**src/rtl/plugin_arbiter_pkg.sv**
```systemverilog
// Shared types, register offsets and helpers for the plugin arbiter and its
// MMIO register block.
package plugin_arbiter_pkg;

  typedef enum logic [1:0] {
    IDLE,
    ISSUE,
    WAIT
  } plugin_arb_state_e;

  typedef enum logic {
    OWN_ISA,
    OWN_MMIO
  } plugin_owner_e;

  localparam logic [7:0] PLG_OFF_OPA    = 8'h00;
  localparam logic [7:0] PLG_OFF_OPB    = 8'h04;
  localparam logic [7:0] PLG_OFF_CTRL   = 8'h08;
  localparam logic [7:0] PLG_OFF_STATUS = 8'h0C;
  localparam logic [7:0] PLG_OFF_RESULT = 8'h10;

  localparam int PLG_CTRL_START  = 0;
  localparam int PLG_CTRL_IRQ_EN = 1;
  localparam int PLG_CTRL_CLR    = 2;

  function automatic logic [31:0] apply_be(input logic [31:0] cur,
                                           input logic [31:0] wdata,
                                           input logic [3:0]  be);
    logic [31:0] res;
    res = cur;
    for (int i = 0; i < 4; i++) begin
      if (be[i]) res[8*i +: 8] = wdata[8*i +: 8];
    end
    return res;
  endfunction

endpackage

```
**src/rtl/plugin_arbiter_mmio_regs.sv**
```systemverilog
// MMIO command/status registers of the plugin arbiter: operand storage,
// START/IRQ_EN/CLR control, sticky DONE/ERR, result and registered read port.
module plugin_mmio_regs
  import plugin_arbiter_pkg::*;
(
  input  logic        clk,
  input  logic        reset_n,
  input  logic        enable,
  input  logic [3:0]  we,
  input  logic [31:0] addr,
  input  logic [31:0] wdata,
  output logic [31:0] rdata,
  input  logic        busy,
  input  logic        mmio_active,
  input  logic        grant_mmio,
  input  logic        deliver,
  input  logic [31:0] deliver_result,
  input  logic        deliver_err,
  input  logic        plugin_busy,
  output logic        pend,
  output logic [31:0] op_a,
  output logic [31:0] op_b,
  output logic        irq
);

  logic [7:0]  offset;
  logic        wr;
  logic        rd;
  logic        ctrl_wr;
  logic        start_req;
  logic        clr_req;
  logic        irq_en;
  logic        done;
  logic        err;
  logic [31:0] result;
  logic [31:0] status;
  logic [31:0] read_mux;
  logic        unused_addr;

  assign offset      = addr[7:0];
  assign unused_addr = ^addr[31:8];
  assign wr          = enable && (we != 4'b0000);
  assign rd          = enable && (we == 4'b0000);
  assign ctrl_wr     = wr && (offset == PLG_OFF_CTRL);
  // A START while a job is queued or an MMIO job is running is dropped.
  assign start_req   = ctrl_wr && wdata[PLG_CTRL_START] && !pend && !mmio_active;
  assign clr_req     = ctrl_wr && wdata[PLG_CTRL_CLR];
  assign status      = {26'd0, plugin_busy, mmio_active, err, done, busy, pend};
  assign irq         = done && irq_en;

  always_comb begin
    read_mux = '0;
    case (offset)
      PLG_OFF_OPA:    read_mux = op_a;
      PLG_OFF_OPB:    read_mux = op_b;
      PLG_OFF_STATUS: read_mux = status;
      PLG_OFF_RESULT: read_mux = result;
      default:        read_mux = '0;
    endcase
  end

  // Completion setting DONE/ERR takes priority over a CLR in the same cycle.
  always_ff @(posedge clk or negedge reset_n) begin
    if (!reset_n) begin
      op_a   <= '0;
      op_b   <= '0;
      irq_en <= 1'b0;
      pend   <= 1'b0;
      done   <= 1'b0;
      err    <= 1'b0;
      result <= '0;
      rdata  <= '0;
    end else begin
      if (wr && (offset == PLG_OFF_OPA)) op_a <= apply_be(op_a, wdata, we);
      if (wr && (offset == PLG_OFF_OPB)) op_b <= apply_be(op_b, wdata, we);
      if (ctrl_wr) irq_en <= wdata[PLG_CTRL_IRQ_EN];
      if (grant_mmio)     pend <= 1'b0;
      else if (start_req) pend <= 1'b1;
      if (deliver) result <= deliver_result;
      done  <= deliver || (done && !clr_req);
      err   <= (deliver && deliver_err) || (err && !clr_req);
      rdata <= rd ? read_mux : '0;
    end
  end

endmodule

```
**src/rtl/plugin_arbiter.sv**
```systemverilog
// Round-robin arbiter sharing one multi-cycle plugin unit between the execute
// stage and an MMIO command port, with start/wait sequencing and a timeout abort.
module plugin_arbiter
  import plugin_arbiter_pkg::*;
#(
  parameter int          TIMEOUT_CYCLES = 256,
  parameter logic [31:0] ERR_RESULT     = 32'hDEAD_BEEF
) (
  input  logic        clk,
  input  logic        reset_n,
  input  logic        isa_req_i,
  input  logic [31:0] isa_op_a_i,
  input  logic [31:0] isa_op_b_i,
  output logic        isa_done_o,
  output logic [31:0] isa_result_o,
  input  logic        enable_i,
  input  logic [3:0]  we_i,
  input  logic [31:0] addr_i,
  input  logic [31:0] data_i,
  output logic [31:0] data_o,
  output logic        irq_o,
  output logic        plugin_start_o,
  output logic [31:0] plugin_op_a_o,
  output logic [31:0] plugin_op_b_o,
  input  logic        plugin_busy_i,
  input  logic        plugin_done_i,
  input  logic [31:0] plugin_result_i
);

  localparam int               CNT_W    = $clog2(TIMEOUT_CYCLES);
  localparam logic [CNT_W-1:0] CNT_LAST = CNT_W'(TIMEOUT_CYCLES - 1);

  plugin_arb_state_e state, state_next;
  plugin_owner_e     owner, last_owner, grant_owner;
  logic              grant;
  logic              isa_req_eff;
  logic [CNT_W-1:0]  cnt;
  logic              deliver;
  logic [31:0]       deliver_result;
  logic              deliver_err;
  logic              isa_deliver_q;
  logic [31:0]       isa_result_q;
  logic              pend;
  logic [31:0]       reg_op_a;
  logic [31:0]       reg_op_b;
  logic              busy;
  logic              mmio_active;

  assign busy           = (state != IDLE);
  assign mmio_active    = busy && (owner == OWN_MMIO);
  assign plugin_start_o = (state == ISSUE);
  assign isa_done_o     = isa_deliver_q && isa_req_i;
  assign isa_result_o   = isa_done_o ? isa_result_q : '0;
  // The request still held during its own delivery cycle must not re-grant.
  assign isa_req_eff    = isa_req_i && !isa_deliver_q;

  always_comb begin
    state_next     = state;
    grant          = 1'b0;
    grant_owner    = OWN_ISA;
    deliver        = 1'b0;
    deliver_result = plugin_result_i;
    deliver_err    = 1'b0;
    case (state)
      IDLE: begin
        if (isa_req_eff && pend) begin
          grant       = 1'b1;
          grant_owner = (last_owner == OWN_ISA) ? OWN_MMIO : OWN_ISA;
        end else if (isa_req_eff) begin
          grant       = 1'b1;
          grant_owner = OWN_ISA;
        end else if (pend) begin
          grant       = 1'b1;
          grant_owner = OWN_MMIO;
        end
        if (grant) state_next = ISSUE;
      end
      ISSUE: state_next = WAIT;
      WAIT: begin
        if (plugin_done_i) begin
          deliver    = 1'b1;
          state_next = IDLE;
        end else if (cnt == CNT_LAST) begin
          deliver        = 1'b1;
          deliver_result = ERR_RESULT;
          deliver_err    = 1'b1;
          state_next     = IDLE;
        end
      end
      default: state_next = IDLE;
    endcase
  end

  always_ff @(posedge clk or negedge reset_n) begin
    if (!reset_n) begin
      state         <= IDLE;
      owner         <= OWN_ISA;
      last_owner    <= OWN_MMIO;
      plugin_op_a_o <= '0;
      plugin_op_b_o <= '0;
      cnt           <= '0;
      isa_deliver_q <= 1'b0;
      isa_result_q  <= '0;
    end else begin
      state <= state_next;
      if (grant) begin
        owner      <= grant_owner;
        last_owner <= grant_owner;
        if (grant_owner == OWN_ISA) begin
          plugin_op_a_o <= isa_op_a_i;
          plugin_op_b_o <= isa_op_b_i;
        end else begin
          plugin_op_a_o <= reg_op_a;
          plugin_op_b_o <= reg_op_b;
        end
      end
      if (state == ISSUE)     cnt <= '0;
      else if (state == WAIT) cnt <= cnt + 1'b1;
      isa_deliver_q <= deliver && (owner == OWN_ISA);
      if (deliver && (owner == OWN_ISA)) isa_result_q <= deliver_result;
    end
  end

  plugin_mmio_regs u_regs (
    .clk            (clk),
    .reset_n        (reset_n),
    .enable         (enable_i),
    .we             (we_i),
    .addr           (addr_i),
    .wdata          (data_i),
    .rdata          (data_o),
    .busy           (busy),
    .mmio_active    (mmio_active),
    .grant_mmio     (grant && (grant_owner == OWN_MMIO)),
    .deliver        (deliver && (owner == OWN_MMIO)),
    .deliver_result (deliver_result),
    .deliver_err    (deliver_err),
    .plugin_busy    (plugin_busy_i),
    .pend           (pend),
    .op_a           (reg_op_a),
    .op_b           (reg_op_b),
    .irq            (irq_o)
  );

endmodule

```
**config.mk**
```make
export PLATFORM = sky130hd
export DESIGN_NAME = plugin_arbiter
export DESIGN_NICKNAME = d
export VERILOG_FILES = /design/src/rtl/plugin_arbiter_pkg.sv /design/src/rtl/plugin_arbiter_mmio_regs.sv /design/src/rtl/plugin_arbiter.sv
export SDC_FILE = /design/constraint.sdc
export NUM_CORES = 1
export LEC_CHECK = 0
export BUFFER_PORTS_ARGS = -buffer_cell sky130_fd_sc_hd__clkbuf_2
export CAP_MARGIN = 20
export CORE_ASPECT_RATIO = 0.8
export CORE_MARGIN = 1
export CORE_UTILIZATION = 45
export DETAILED_ROUTE_END_ITERATION = 8
export HOLD_SLACK_MARGIN = 0.1
export PLACE_DENSITY_LB_ADDON = 0.12
export SLEW_MARGIN = 10
export SYNTH_ARGS = -nofsm -noshare
export SYNTH_HDL_FRONTEND = slang
export SYNTH_SLANG_ARGS = --single-unit
```
**constraint.sdc**
```tcl
create_clock -name clk -period 2.2 [get_ports clk]
set_clock_uncertainty 0.2 [all_clocks]
set_input_delay 0.44 -clock clk [delete_from_list [all_inputs] [get_ports clk]]
set_output_delay 0.44 -clock clk [all_outputs]
set_load 0.005 [all_outputs]
```
==> results.tsv <==
metric	value	unit
outcome	finished clean	
crit_buf_inv	2	
drtIter0Drc	729	
worstHoldStart	plugin_done_i	
worstMarginPinSlew	0.538	ns
boundaryPins	301	
routedWlPerCell	21.0	um
hold_class	in -> reg	
start_kind	register	
synth-edff-count	0	
vias	11100	
grt_overflow_total	0	
synthFlopType	dfrtp_1	
drive_above_1_share	34.5	%
grt_pass1_vias	10800	
place.gp.congestion	0.852	
port_buffers	276	
muxShareOfSynthArea	9.81	%
dpl_cell_area	14600	sq um
cpPeakStageDelay	0.40	ns
syn_inst	1125	
ir_drop	0.685	mV
cp_slowest_cell	dfrtp_1	
slew_headroom	64.1	%
grt_max_degree	52	
drtPass1Iterations	5	
grt.total_usage	27.9	%
antenna_found_initial	3	
cp_max_fo	6	
r2r_start	state[0]	
clkLatencyLatePin	0.53	ns
crit_type	reg -> out	
synth_seq_cells	241	
maxCapViolCount	0	
die-area	27900	sq um
synth-simple-area-share	13.8	%
setup_tns	0	ns
die_w	187	um
setup_violations	0	
syn_nets	1299	
final_cell_area	16800	sq um
vias_per_cell	5.87	
slew_viol_final	0	
arrival	1.45	ns
synth_async_sr_flop_share	100	%
final_antenna_net_count	0	
htree_levels	1	
areaGrowthSynthToFinish	36.8	%
numCtsBuffers	26	
clk_pin_slew	0.06	ns
synth_top_family_by_area	compound AO/OA/AOI/OAI gates	
synth_compound_area_share	22.0	%
min_period	2.09	ns
p_per_area	937	nW/um^2
coreArea	26500	sq um
seq_area_frac_synth	49.2	%
finish.utilization	63.2	%
p_leak	7.40	nW
finalCritPeriodShare	95.2	%
die_y	150	um
cts_tree	yes	
layout_commonest_cell	clkbuf_2	
initial_core_util	46.2	%
hold_viol_final	0	
grt_first_pass_wirelength	61.2	mm
rsz0062_at_grt	false	
drc	0	
cts_buffer_depth	3	
reg2reg_setup_slack	0.14	ns
synth_cell_types	60	
crit_chain	inv_1 > ha_2 > clkbuf_2	
synthAdderAreaFrac	0.408	%
syn_area	12300	sq um
numClockSinks	241	
timing.fmax	478	MHz
crit_start	state[1]	
syn_area_per_cell	10.9	sq um
yosys_warnings	0	
worstSetupEndpointType	output port	
synth_xor_area_share	0.0715	%
wl	39.7	mm
rows	53	
cp_top_family	flip-flops	
final_nets	1693	
dpl.hpwl	28.2	mm
layout_common_cells	clkbuf_2 (275), dfrtp_1 (238), dlygate4sd3_1 (129), nand3_1 (95), mux2_2 (84)	
required	1.56	ns
cts-root-buf	clkbuf_16	
-- state kept, by name, indices dropped and copies added, names as in the netlist, 8 cells and up --
| name | count |
|---|---|
| plugin_op_b_o | 32 |
| cnt | 8 |
| u_regs.op_b | 32 |
| plugin_op_a_o | 32 |
| u_regs.result | 32 |
| u_regs.op_a | 32 |
| u_regs.rdata | 32 |
| isa_result_q | 32 |
-- final cells by class --
cell class / instances / area (sq um)
clock inverter: 6 / 55.1
tap: 357 / 447
multi-input combinational: 733 / 5730
inverter: 20 / 75.1
fill: 2190 / 9770
antenna: 1 / 2.50
sequential: 241 / 6040
timing repair buffer: 497 / 3650
clock buffer: 39 / 761
-- path summary, 6_finish.rpt --
check / end / depth (start not counted)
worst min register to register: last_owner / 2
worst max register to register: u_regs.err / 7
min in group asynchronous: isa_result_q[18] / 2
max in group asynchronous: u_regs.op_b[17] / 3
worst min-delay path: isa_deliver_q / 3
worst max-delay path: plugin_start_o / 3
-- worst min-delay path: stages --
cell,delay [ns]
clkbuf_2,0.18
clkinv_1,0.11
a21boi_0,0.08
-- synthesized netlist by cell type, types with 27 or more instances --
master | count | share of area, %
mux2_2 | 92 | 8.5
o21ai_0 | 35 | 1.4
nand3_1 | 95 | 3.9
clkbuf_1 | 112 | 3.4
a21oi_1 | 31 | 1.3
o22a_1 | 64 | 4.6
o221ai_1 | 65 | 4.6
and3_1 | 33 | 1.7
o21a_1 | 65 | 4.0
dfrtp_1 | 240 | 49
a211oi_1 | 27 | 1.7
nand4_1 | 32 | 1.6
nor2_1 | 28 | 0.86
-- layer usage --
| layer | wire length [um] | track usage [%] |
|---|---|---|
| met4 | 1100 | 8.20 |
| met5 | 31 | 0 |
| met1 | 18200 | 39.9 |
| met2 | 18100 | 43.5 |
| met3 | 2250 | 4.76 |
-- report_power, final --
group	switching [mW]	internal, mW	total, mW
Clock	1.76	2.49	4.24
Sequential	0.847	5.66	6.51
Combinational	2.38	2.57	4.95
Total	4.99	10.7	15.7
-- through the flow --
| step | power (mW) | hold slack [ns] | setup WS, ns | cells |
|---|---|---|---|---|
| after global placement | 11.2 | 0.192 | -0.216 | 1719 |
| after global routing | 16.6 | 0.160 | 0.0182 | 1893 |
| after CTS | 15.8 | 0.125 | 0.0174 | 1893 |
| after floorplan | 9.22 | -0.0556 | -0.0615 | 1125 |
| final | 15.7 | 0.135 | 0.106 | 1894 |
| after detailed placement | 11.3 | 0.195 | -0.229 | 1719 |
-- cells by family after synthesis --
logic type | Yosys count
XOR/XNOR | 1
flip-flops | 241
AO/OA/AOI/OAI | 348
multiplexers | 108
adder cells (fa/ha/maj) | 4
AND/OR/NAND/NOR | 272
buffers and inverters | 151
-- timing repair --
item | CTS | global route
buffers inserted | 0 | 0
pin swaps | 0 | 0
endpoints found under the setup margin | 32 | 30
endpoints found under the hold margin | 382 | 0
hold buffers | 129 | 0
resized for setup | 1 | 4
Power figures use the tool's default switching activity.
